<file path="src/rtl/shift_reg_pkg.sv">
// Shared definitions for the shift-register family (PISO now, SIPO later):
// FSM encodings, bit-order selectors and counter sizing.
package shift_reg_pkg;

  typedef enum logic {
    ST_IDLE  = 1'b0,
    ST_SHIFT = 1'b1
  } state_e;

  localparam bit ORDER_MSB_FIRST = 1'b0;
  localparam bit ORDER_LSB_FIRST = 1'b1;

  // Bit index counter width; never below 1 so a port can always be declared.
  function automatic int cnt_w(input int width);
    return (width > 1) ? $clog2(width) : 1;
  endfunction

endpackage

</file>
<file path="src/rtl/piso_serializer_bit_counter.sv">
// Mod-WIDTH bit index counter: clear wins over enable, tc flags the last bit.
module bit_counter
  import shift_reg_pkg::*;
#(
  parameter int WIDTH = 8
) (
  input  logic                    clk,
  input  logic                    rst_n,
  input  logic                    clr,
  input  logic                    en,
  output logic [cnt_w(WIDTH)-1:0] cnt,
  output logic                    tc
);

  localparam int CW = cnt_w(WIDTH);

  assign tc = (cnt == CW'(WIDTH - 1));

  always_ff @(posedge clk or negedge rst_n) begin
    if (!rst_n)   cnt <= '0;
    else if (clr) cnt <= '0;
    else if (en)  cnt <= tc ? '0 : cnt + CW'(1);
  end

endmodule

</file>
<file path="src/rtl/piso_serializer.sv">
// Parallel-in/serial-out shifter: valid/ready word load, one bit per shift_en
// strobe, gapless reload on the last bit of a frame.
module piso_serializer
  import shift_reg_pkg::*;
#(
  parameter int WIDTH     = 8,
  parameter bit LSB_FIRST = ORDER_MSB_FIRST
) (
  input  logic             clk,
  input  logic             rst_n,
  input  logic             in_valid,
  output logic             in_ready,
  input  logic [WIDTH-1:0] in_data,
  input  logic             shift_en,
  output logic             serial_out,
  output logic             serial_valid,
  output logic             frame_start,
  output logic             busy
);

  localparam int CW     = cnt_w(WIDTH);
  localparam bit LSB_OUT = (LSB_FIRST == ORDER_LSB_FIRST);

  state_e           state, state_nxt;
  logic [WIDTH-1:0] shreg;
  logic [CW-1:0]    cnt;
  logic             last, step, accept;

  assign step     = (state == ST_SHIFT) && shift_en;
  // Ready only depends on state/count/strobe, never on in_valid.
  assign in_ready = (state == ST_IDLE) || (step && last);
  assign accept   = in_valid && in_ready;

  bit_counter #(.WIDTH(WIDTH)) u_cnt (
    .clk   (clk),
    .rst_n (rst_n),
    .clr   (accept),
    .en    (step),
    .cnt   (cnt),
    .tc    (last)
  );

  always_ff @(posedge clk or negedge rst_n) begin
    if (!rst_n) state <= ST_IDLE;
    else        state <= state_nxt;
  end

  always_comb begin
    state_nxt = state;
    case (state)
      ST_IDLE:  if (accept) state_nxt = ST_SHIFT;
      ST_SHIFT: if (step && last && !accept) state_nxt = ST_IDLE;
      default:  state_nxt = ST_IDLE;
    endcase
  end

  // Shift toward the output end with zero fill; a reload overrides the shift.
  always_ff @(posedge clk or negedge rst_n) begin
    if (!rst_n)      shreg <= '0;
    else if (accept) shreg <= in_data;
    else if (step) begin
      if (LSB_OUT) shreg <= {1'b0, shreg[WIDTH-1:1]};
      else         shreg <= {shreg[WIDTH-2:0], 1'b0};
    end
  end

  assign serial_valid = (state == ST_SHIFT);
  assign busy         = serial_valid;
  assign serial_out   = serial_valid && (LSB_OUT ? shreg[0] : shreg[WIDTH-1]);
  assign frame_start  = serial_valid && (cnt == '0);

endmodule

</file>
<file path="config.mk">
export PLATFORM = sky130hd
export DESIGN_NAME = piso_serializer
export DESIGN_NICKNAME = d
export VERILOG_FILES = /design/src/rtl/shift_reg_pkg.sv /design/src/rtl/piso_serializer_bit_counter.sv /design/src/rtl/piso_serializer.sv
export SDC_FILE = /design/constraint.sdc
export NUM_CORES = 1
export LEC_CHECK = 0
export ABC_AREA = 1
export CAP_MARGIN = 10
export CORE_MARGIN = 3
export CORE_UTILIZATION = 50
export CTS_BUF_LIST = sky130_fd_sc_hd__clkbuf_16
export DETAILED_ROUTE_END_ITERATION = 16
export PLACE_DENSITY = 0.83
export SKIP_CTS_REPAIR_TIMING = 1
export SLEW_MARGIN = 20
export SYNTH_ARGS = -nofsm -noshare
export SYNTH_HDL_FRONTEND = slang
export SYNTH_HIERARCHICAL = 1
export SYNTH_SLANG_ARGS = --single-unit
</file>
<file path="constraint.sdc">
create_clock -name clk -period 2.15 [get_ports clk]
set_input_delay 0.3225 -clock clk [delete_from_list [all_inputs] [get_ports clk]]
set_output_delay 0.3225 -clock clk [all_outputs]
set_load 0.03 [all_outputs]
</file>
# [Word level (Yosys, flattened, before mapping)]
# Index checks and enable logic that the tools add are counted.
[classes] eq_ne=1 n_addsub=1 mux=8 bitwise_logic=1 reduce_logical=10
[ops] operator="8-bit 2-to-1 mux" count=2
[ops] operator="3-bit 2-to-1 mux" count=3
[ops] operator="1-bit logical AND" count=6
[ops] operator="3-bit by 1-bit adder with 3-bit output, second input constant" count=1
[ops] operator="3-bit == test, second input constant" count=1
[ops] operator="3-bit logical NOT" count=1
[ops] operator="1-bit 2-to-1 mux" count=2
[ops] operator="1-bit case mux with 2 select lines" count=1
[ops] operator="2-bit nonzero test" count=1
[ops] operator="1-bit logical NOT" count=1
[ops] operator="1-bit logical OR" count=1
[ops] operator="1-bit NOT" count=1
[totals] input_bits=12 word_cells=24 reg_bits=12 out_inout_bits=5

# [Longest topological paths before layout]
[depth] depth_word=8 ltp_mapped=9 depth_no_buf=9

# [Modules after synthesis]
# Netlist, hierarchy kept.
[modules_own_cells] mod="piso_serializer" area_per_inst_um2=526.8 seq_area_each_um2=225.2 cells_per_inst=75 instances=1
[modules_own_cells] mod="bit_counter" area_per_inst_um2=151.4 seq_area_each_um2=75.1 cells_per_inst=17 instances=1

# [Least setup slack after synthesis]
# No wires, ideal clock.
[synth_path] kind="register -> output" start="reg state (netlist: busy)" end="out frame_start" path_buffers=0 arrival_time_ps=1676 slack_ps=152 stages_incl_launch_ff=2 required_ps=1827 cell_sequence="dfrtp_1 > nor4b_1"
[synth_via] elab_chain_cells=1
[synth_lines] element="start, declared" line="piso_serializer.sv:24" source="state_e state, state_nxt;"
[synth_lines] element="start signal, assigned" line="piso_serializer.sv:45" source="else state <= state_nxt;"
[synth_lines] element="1-bit logical AND" line="piso_serializer.sv:70" source="assign frame_start = serial_valid && (cnt == '0);"
[synth_lines] element="end, declared" line="piso_serializer.sv:17" source="output logic frame_start,"
# No other way between the ends.

# [Worst setup path after layout]
# Same ends and word-level chain as after synthesis.

==> results.yml <==
cts:
  clockRootBuffer: "clkbuf_16"
  tritoncts: "yes"
  clock_tree.buffer_depth: 2
  cts_inserted_buffers: 3
  clock_insertion_delay_worst_skew_ps: 240
  cts_sinks: 12
  clkTransAtPathRegs_ps: 40
  cts_max_level: 1
grt:
  globalRoute.totalOverflow: 0
  grt_pass1_wl_mm: 2.44
  grt_antenna_before_repair: 0
  grt_start_max_net_pins: 17
  gr-usage-all-layers: 0.185
  grt_pass1_vias: 609
route:
  detail_route.wl_per_cell_um: 12.4
  drtIter0Drc: 18
  vias: 652
  antenna_left: 0
  route.final.wire_length_mm: 1.54
  drt-vias-per-instance: 5.26
  detailedRoute.firstPassIterationCount: 4
  drc: 0
run_status:
  outcome: "completed"
timing:
  hold_violations: 0
  slew_headroom: 0.620
  max_freq_mhz: 496
  pin_slew_with_the_least_headroom_to_its_limit_ps: 568
  finalSetupViolations: 0
  setup_slack_ps: 134
  fin_worst_skew_ps: 1.23
  slew_viol_final: 0
  period_needed_ps: 2020
  finalCritPeriodShare: 0.937
  timing.setup.tns_ps: 0
  setup_repair_after_global_routing_missed_its_margin: "no"
finish:
  finalCoreUtilization: 0.780
  final-instance-count-excl-fill: 124
  final-seq-area_um2: 300
  antennaDiodeCount: 0
  design.final.nets: 126
  area.growth.synth_to_final_pct: 36.3
  drive_gt1_frac: 0.0909
  multi_input_comb_area_um2: 309
  n_fill_cell: 93
yosys:
  synth_mux_area_frac: 0
  seq_area_frac_synth: 0.443
  syn_inst: 92
  synthArstFlopShare: 1.00
  synth_top_cell_area_share: 0.443
  post-synth-top-count-cell: "nand2_1"
  number_of_enable_flip_flop_cells_after_synthesis: 0
  postSynth.topFlopCell: "dfrtp_1"
  netlist.top_cell.by_area: "dfrtp_1"
  yosys_warnings: 6
  post_synth_xor_area_fraction: 0
  synthesis.area_um2: 678
  syn-mean-instance-area_um2: 7.37
  synthSimpleGateAreaFrac: 0.419
  ys_top_cells_by_count: "39 x nand2_1, 18 x nand3_1, 12 x dfrtp_1"
  synth-seq-cells: 12
  synth_top_family_by_area: "simple AND/OR/NAND/NOR gates"
  post_synth_num_cell_types: 14
  post_synthesis_net_count: 106
  synth_top_cells_by_area: "dfrtp_1 44%, nand2_1 22%, nand3_1 13%"
  synth-compound-area-share: 0
  synth-adder-area-share: 0.0369
setup_path:
  critical_path.startpoint: "busy"
  source_of_the_worst_register_to_register_timing_path: "u_cnt/cnt[0]"
  critPathLaunchType: "register"
  worstSetupPathType: "register to primary output"
  timing.critical_path.to_type: "primary output"
  cp_max_fo: 6
  worst-endpoint-required_ps: 1830
  crit_arrival_ps: 1690
pwr:
  power.ir.vdd_worst_mv: 0.911
  power.density_cell_area_nw_per_um2: 1140
  p_leak_nw: 0.544
  total_power_mw: 1.05
place:
  place_ws_ps: 186
  dp_hpwl_mm: 1.04
  dp_cells: 121
  gp_congestion: 0.697
  io_buffer_count: 16
floorplanning:
  floorplan.core_area_um2: 1190
  die-height_um: 42.8
  top_level_ports: 17
  rows: 12
  chipWidth_um: 42.8
  start_util: 0.572
  total_die_area_um2: 1830
run:
  timing.max_cap.violations: 0
min_path:
  holdCritPathClass: "primary input to asynchronous set/reset pin"
-- critical path, cell delays in order, from the launching register on --
cell	delay, ps
dfrtp_1	480
nor4b_1	260
clkdlybuf4s50_1	720
-- power by group --
part / total [mW] / switching (mW) / internal [mW]
Sequential: 0.364 / 0.0540 / 0.310
Clock: 0.336 / 0.0942 / 0.242
Combinational: 0.350 / 0.200 / 0.150
-- metrics by stage --
stage,cell area (µm²),hold WS (ps)
final,925,452
after global routing,925,484
after CTS,922,457
after global placement,847,486
after floorplan,678,26.9
after detailed placement,847,491
-- placed cells by master, fill, tap and decap left out, drive strengths merged --
master / instances
clkbuf: 3
clkdlybuf4s50: 15
nor4b: 1
ha: 2
dlymetal6s2s: 1
dfrtp: 12
inv: 12
buf: 2
nand2: 42
nand3: 18
nor2: 2
-- layer usage --
metal	up-vias	track usage	wire (µm)
met5	-	0	0
met4	0	0.137	40
met1	301	0.206	684
met2	23	0.293	726
li1	322	-	-
met3	6	0.0551	87
-- logic make-up after synthesis --
group / after synthesis
buf+inv: 15
fa+ha+maj: 2
simple gates: 63
flops: 12
-- path summary, 6_finish.rpt --
path / to / slack, ps / cells past startpoint
worst max-delay path: frame_start / 130 / 2
worst min-delay path: u_cnt/cnt[1] / 450 / 1
worst max register to register: u_cnt/cnt[0] / 380 / 10
worst min register to register: shreg[0] / 500 / 2
max in group asynchronous: shreg[1] / 1330 / 1
min in group clk: shreg[0] / 500 / 2
-- state kept, by name, summed over array words and instances, names as in the netlist --
signal     count
busy           1
u_cnt/cnt      3
shreg          8
-- area by class of cell --
| cell class | count | area share |
|---|---|---|
| Inverter | 12 | 0.0487 |
| Clock buffer | 3 | 0.0812 |
| Tap cell | 14 | 0.0189 |
| Sequential cell | 12 | 0.325 |
| Multi-Input combinational cell | 65 | 0.334 |
| Timing Repair Buffer | 18 | 0.192 |
Power figures use the tool's default switching activity.
